<file path="config.mk">
export PLATFORM = sky130hd
export DESIGN_NAME = trig_capture
export DESIGN_NICKNAME = d
export VERILOG_FILES = /design/src/rtl/trig_pkg.sv /design/src/rtl/trig_src_latch.sv /design/src/rtl/trig_capture.sv
export SDC_FILE = /design/constraint.sdc
export NUM_CORES = 1
export LEC_CHECK = 0
export BUFFER_PORTS_ARGS = -buffer_cell sky130_fd_sc_hd__buf_2
export CORE_MARGIN = 1
export CORE_UTILIZATION = 58
export CTS_BUF_LIST = sky130_fd_sc_hd__clkbuf_8 sky130_fd_sc_hd__clkbuf_16
export CTS_CLUSTER_SIZE = 24
export DETAILED_ROUTE_END_ITERATION = 16
export PLACE_DENSITY = 0.8
export SLEW_MARGIN = 20
export SYNTH_ARGS = -nofsm -noshare
export SYNTH_HDL_FRONTEND = slang
export SYNTH_SLANG_ARGS = --single-unit
</file>
<file path="constraint.sdc">
create_clock -name clk -period 2.6 [get_ports clk]
set_input_delay 0.39 -clock clk [delete_from_list [all_inputs] [get_ports clk]]
set_output_delay 0.39 -clock clk [all_outputs]
set_load 0.02 [all_outputs]
</file>
<file path="src/rtl/trig_pkg.sv">
// trig_pkg: shared capture FSM state and trigger-source bit positions
package trig_pkg;
  typedef enum logic [2:0] {IDLE, PRETRIG, ARMED, POSTTRIG, DONE} state_t;
  localparam int NSRC = 6;
  localparam int SRC_CH1 = 0;
  localparam int SRC_CH2 = 1;
  localparam int SRC_CH3 = 2;
  localparam int SRC_CH4 = 3;
  localparam int SRC_CH5 = 4;
  localparam int SRC_PROT = 5;
endpackage

</file>
<file path="src/rtl/trig_src_latch.sv">
// trig_src_latch: sticky per-source trigger flags, AND-reduced over the enabled set
module trig_src_latch
  import trig_pkg::*;
(
  input  logic            clk,
  input  logic            rst_n,
  input  logic            arm,
  input  logic            armed,
  input  logic [NSRC-1:0] src,
  input  logic [NSRC-1:0] en,
  output logic            trig_cond
);
  logic [NSRC-1:0] flags_q, flags_d;
  always_comb begin
    flags_d = arm ? '0 : flags_q | (src & en & {NSRC{armed}});
    // an empty enable set must never fire on its own
    trig_cond = (|en) & (&(flags_q | ~en));
  end
  always_ff @(posedge clk or negedge rst_n)
    if (!rst_n) flags_q <= '0;
    else flags_q <= flags_d;
endmodule

</file>
<file path="src/rtl/trig_capture.sv">
// trig_capture: sequences circular capture RAM writes through pre-trigger, armed and post-trigger phases
module trig_capture
  import trig_pkg::*;
#(
  parameter int ADDR_W = 9
) (
  input  logic              clk,
  input  logic              rst_n,
  input  logic              protTrig,
  input  logic              CH1Trig,
  input  logic              CH2Trig,
  input  logic              CH3Trig,
  input  logic              CH4Trig,
  input  logic              CH5Trig,
  input  logic [NSRC-1:0]   trig_src,
  input  logic              force_trig,
  input  logic              arm,
  input  logic [ADDR_W-1:0] trig_pos,
  input  logic              smpl_en,
  output logic              we,
  output logic [ADDR_W-1:0] waddr,
  output logic              triggered,
  output logic [ADDR_W-1:0] trig_addr,
  output logic              capture_done
);
  state_t            state_q, state_d;
  logic [ADDR_W-1:0] waddr_q, waddr_d, post_cnt_q, post_cnt_d, trig_addr_q, trig_addr_d, pos_q, pos_d;
  logic [ADDR_W:0]   pre_cnt_q, pre_cnt_d, pre_tgt;
  logic [NSRC-1:0]   src_q, src_d, src_in;
  logic              triggered_q, triggered_d, done_q, done_d, trig_cond, fire;
  always_comb begin
    src_in = '0;
    src_in[SRC_CH1] = CH1Trig;
    src_in[SRC_CH2] = CH2Trig;
    src_in[SRC_CH3] = CH3Trig;
    src_in[SRC_CH4] = CH4Trig;
    src_in[SRC_CH5] = CH5Trig;
    src_in[SRC_PROT] = protTrig;
  end
  trig_src_latch u_latch (
    .clk      (clk),
    .rst_n    (rst_n),
    .arm      (arm),
    .armed    (state_q == ARMED),
    .src      (src_in),
    .en       (src_q),
    .trig_cond(trig_cond)
  );
  // trig_pos = 0 yields DEPTH pre-samples thanks to the extra counter bit
  assign pre_tgt = {1'b1, {ADDR_W{1'b0}}} - {1'b0, pos_q};
  always_comb begin
    we = smpl_en & ~arm & (state_q inside {PRETRIG, ARMED, POSTTRIG});
    fire = ~arm & (state_q == ARMED) & (trig_cond | force_trig);
  end
  always_comb begin
    state_d = state_q;
    if (arm) state_d = PRETRIG;
    else
      case (state_q)
        PRETRIG:  if (we && pre_cnt_q + 1'b1 == pre_tgt) state_d = ARMED;
        ARMED:    if (fire) state_d = (pos_q == '0) ? DONE : POSTTRIG;
        POSTTRIG: if (we && post_cnt_q + 1'b1 == pos_q) state_d = DONE;
        default:  ;
      endcase
  end
  always_comb begin
    waddr_d = arm ? '0 : waddr_q + ADDR_W'(we);
    pre_cnt_d = arm ? '0 : pre_cnt_q + (ADDR_W + 1)'(we && state_q == PRETRIG);
    post_cnt_d = arm ? '0 : post_cnt_q + ADDR_W'(we && state_q == POSTTRIG);
    triggered_d = ~arm & (triggered_q | fire);
    trig_addr_d = fire ? waddr_d : trig_addr_q;
    done_d = ~arm & (done_q | state_d == DONE);
    src_d = arm ? trig_src : src_q;
    pos_d = arm ? trig_pos : pos_q;
  end
  always_ff @(posedge clk or negedge rst_n)
    if (!rst_n) begin
      state_q     <= IDLE;
      waddr_q     <= '0;
      pre_cnt_q   <= '0;
      post_cnt_q  <= '0;
      trig_addr_q <= '0;
      triggered_q <= 1'b0;
      done_q      <= 1'b0;
      src_q       <= '0;
      pos_q       <= '0;
    end else begin
      state_q     <= state_d;
      waddr_q     <= waddr_d;
      pre_cnt_q   <= pre_cnt_d;
      post_cnt_q  <= post_cnt_d;
      trig_addr_q <= trig_addr_d;
      triggered_q <= triggered_d;
      done_q      <= done_d;
      src_q       <= src_d;
      pos_q       <= pos_d;
    end
  assign waddr = waddr_q;
  assign triggered = triggered_q;
  assign trig_addr = trig_addr_q;
  assign capture_done = done_q;
endmodule

</file>
==> metrics <==
Total Power=around 2.3 mW; CTS tree=done; Util after Layout=0.715; Final setup viols=0; total number of vias=about 2.8k; TNS Setup=0 ns; clk buf depth=2; final hold vios=0; Ant. Diodes=0; post-CTS sizing=0; Seq/Total Area, Yosys=0.449; Critical Setup Path Class=reg2reg; first-pass GRT wire length=between 10000 and 15000 um; DP Cell Count=~460; number of enable flip-flop cells after synthesis=0; Critical Path RT=2.83 ns; routability-driven placement congestion ratio=roughly 0.86; worst hold path type=in2async; Yosys cell types=between 40 and 50; CP arrival=between 2 and 3 ns; number of setup buffers added after CTS=0; Skew-Pair Late Insertion Delay=~0.34 ns; htree depth=3; fmax=approximately 400 MHz; hold_ws=approximately 0.019 ns; vias in the first global route=between 2k and 3k; slowest CP cell=dfrtp_1; I/O pin cnt=between 40 and 50; Sw Share=0.235; placed wire-length estimate=between 5000 and 6000 um; Die X=around 80 um; ys async rst share=1.00; total gr overflow=0; Critical Path Sink Type=flop; critical-path maximum fanout=5; clock sink count=63; Power Internal=between 1.5 and 2 mW; synthesized instance count=approximately 350; post-synth top area share=0.449; All-Layer GR Usage=0.250; WL per Instance=between 15 and 20 um; cell family with most CP delay=simple AND/OR/NAND/NOR gates; Core Area=roughly 5700 sq um; fin. max-slew vios=0; Synth-to-Final Area Change=15.5%; share of cells above drive strength 1=0.249; Clock Skew=~0.011 ns; outcome=finished clean; RSZ-0062 raised after global routing=no; initial antenna violation count=0; sequence of cells on the critical path=inv_1, ha_1, or3b_1, nor2_1, ha_1, xor2_1, xnor2_1, nor2_1, nand4_1, a221o_1; vias per cell=5.80; most common cell in the netlist=dfrtp_1; First-pass DRT Iterations=4; initial core utilization=0.618; # fillers=about 420; Synth area leader=dfrtp_1; critical path depth=10; Slew HR=0.614; Post-synth top cells=dfrtp_1, nand3_1, nor2_1; Area contributors post-synth=dfrtp_1, mux2_2, xnor2_1; drt total wl=7220 um; Reg2Reg Setup Slack=between 0.1 and 0.15 ns; synth warn=0; fin crit share=0.960; fin cells=approximately 470; flops & latches, synth=63; clock power share=0.446; CP startpoint kind=flop; layout net count=433; Post-synth top flop=dfrtp_1; Mapped Avg Cell Area=between 10 and 15 sq um; die footprint=6370 sq um; Root Driver=clkbuf_8; max-cap violations=0; CTS buffer count=9; Remaining DRCs=0; hold buffer count at cts=0; CP peak stage delay=roughly 0.43 ns; Pleak=1.90 nW; actual slew at the worst max-slew pin=approximately 0.58 ns; post-route ant nets=0; I/O Buffers=46; Worst Path Buf+Inv=1; Post-Synthesis Cell Area=around 3500 sq um; Comb pwr share=0.099; switching power=around 0.54 mW; Tmin final=~2.5 ns; clock-pin slew on the worst setup and hold paths=roughly 0.070 ns; largest net degree at the start of global routing=between 50 and 60; Starting DRT DRC Count=around 190; R2R depth=10; power per cell area=about 560 nW/um^2; Sequential Power Share=0.456; row count=27; Synthesized Nets=381; Die Y=79.8 um; VDD IR max=about 0.42 mV
[sequential cells by signal, indices dropped and copies added (netlist names)]
register         count
src_q                6
pos_q                9
pre_cnt_q           10
capture_done         1
triggered            1
waddr                9
state_q              3
trig_addr            9
u_latch.flags_q      6
post_cnt_q           9
[path summary, 6_finish.rpt]
check | startpoint | to
min reg2reg | triggered | triggered
max | pos_q[0] | state_q[0]
max reg2reg | pos_q[0] | state_q[0]
max in group asynchronous | rst_n | state_q[2]
min in group clk | trig_pos[8] | pos_q[8]
min | rst_n | post_cnt_q[5]
[metrics by stage]
stage                     setup slack, ns  instance area [sq um]
after floorplan                    0.0540                   3510
after global placement              0.213                   3820
after detailed placement            0.134                   3820
after CTS                           0.112                   4060
after global routing              0.00574                   4060
final                               0.103                   4060
[cells by family (layout without fill, tap and decap cells)]
family	Yosys count	count (layout)	share of synthesized area
XOR/XNOR	45	45	0.124
AND/OR/NAND/NOR	125	125	0.194
adder cells (fa/ha/maj)	10	10	0.0357
multiplexers	20	20	0.0642
AO/OA/AOI/OAI	50	50	0.0863
buffers and inverters	32	89	0.0460
flip-flops	63	63	0.449
[area by class of cell]
type,count,area [sq um],share of cell area
clock buffers,9,124,0.0305
clock inverters,7,113,0.0278
inverters,14,52.6,0.0130
multi-input cells,250,1770,0.437
flip-flops and latches,63,1580,0.389
well taps,72,90.1,0.0222
repair buffers,59,328,0.0808
[placed cells by master, fill, tap and decap left out, types with 2 or more instances in the layout]
master     count
nor3_1         5
nand4_1        5
or3_1         10
xor2_1        18
nor2b_1        9
nand2_1       14
buf_2         46
bufinv_16      3
clkinv_2       2
or4_4          2
clkbuf_8       9
a22oi_1        3
nand3_1       30
dfrtp_1       63
o2111ai_1      2
a211oi_1       3
nor2_1        26
a31oi_1        3
buf_4         13
nor4_1         2
xnor3_1        2
o21ai_0       21
xnor2_1       24
mux2_2        20
a21oi_1       11
nor3b_1        2
inv_1         15
ha_1          10
and3_1         7
[routing by layer]
metal / up-vias / track usage / share of wire
met4: 0 / 0.134 / 0.025
met3: 16 / 0.0583 / 0.058
met1: 1337 / 0.330 / 0.45
met2: 78 / 0.383 / 0.46
li1: 1319 / - / -
met5: - / 0 / 0
[power groups by stage]
stage / Combinational, mW / Clock, mW / Sequential (mW)
after floorplan: 0.151 / 0 / 1.05
after global placement: 0.218 / 0 / 1.06
after detailed placement: 0.224 / 0 / 1.06
after CTS: 0.227 / 1.03 / 1.04
after global routing: 0.250 / 1.07 / 1.04
final: 0.226 / 1.02 / 1.04
Note: power is estimated with default switching activity, not from simulation.
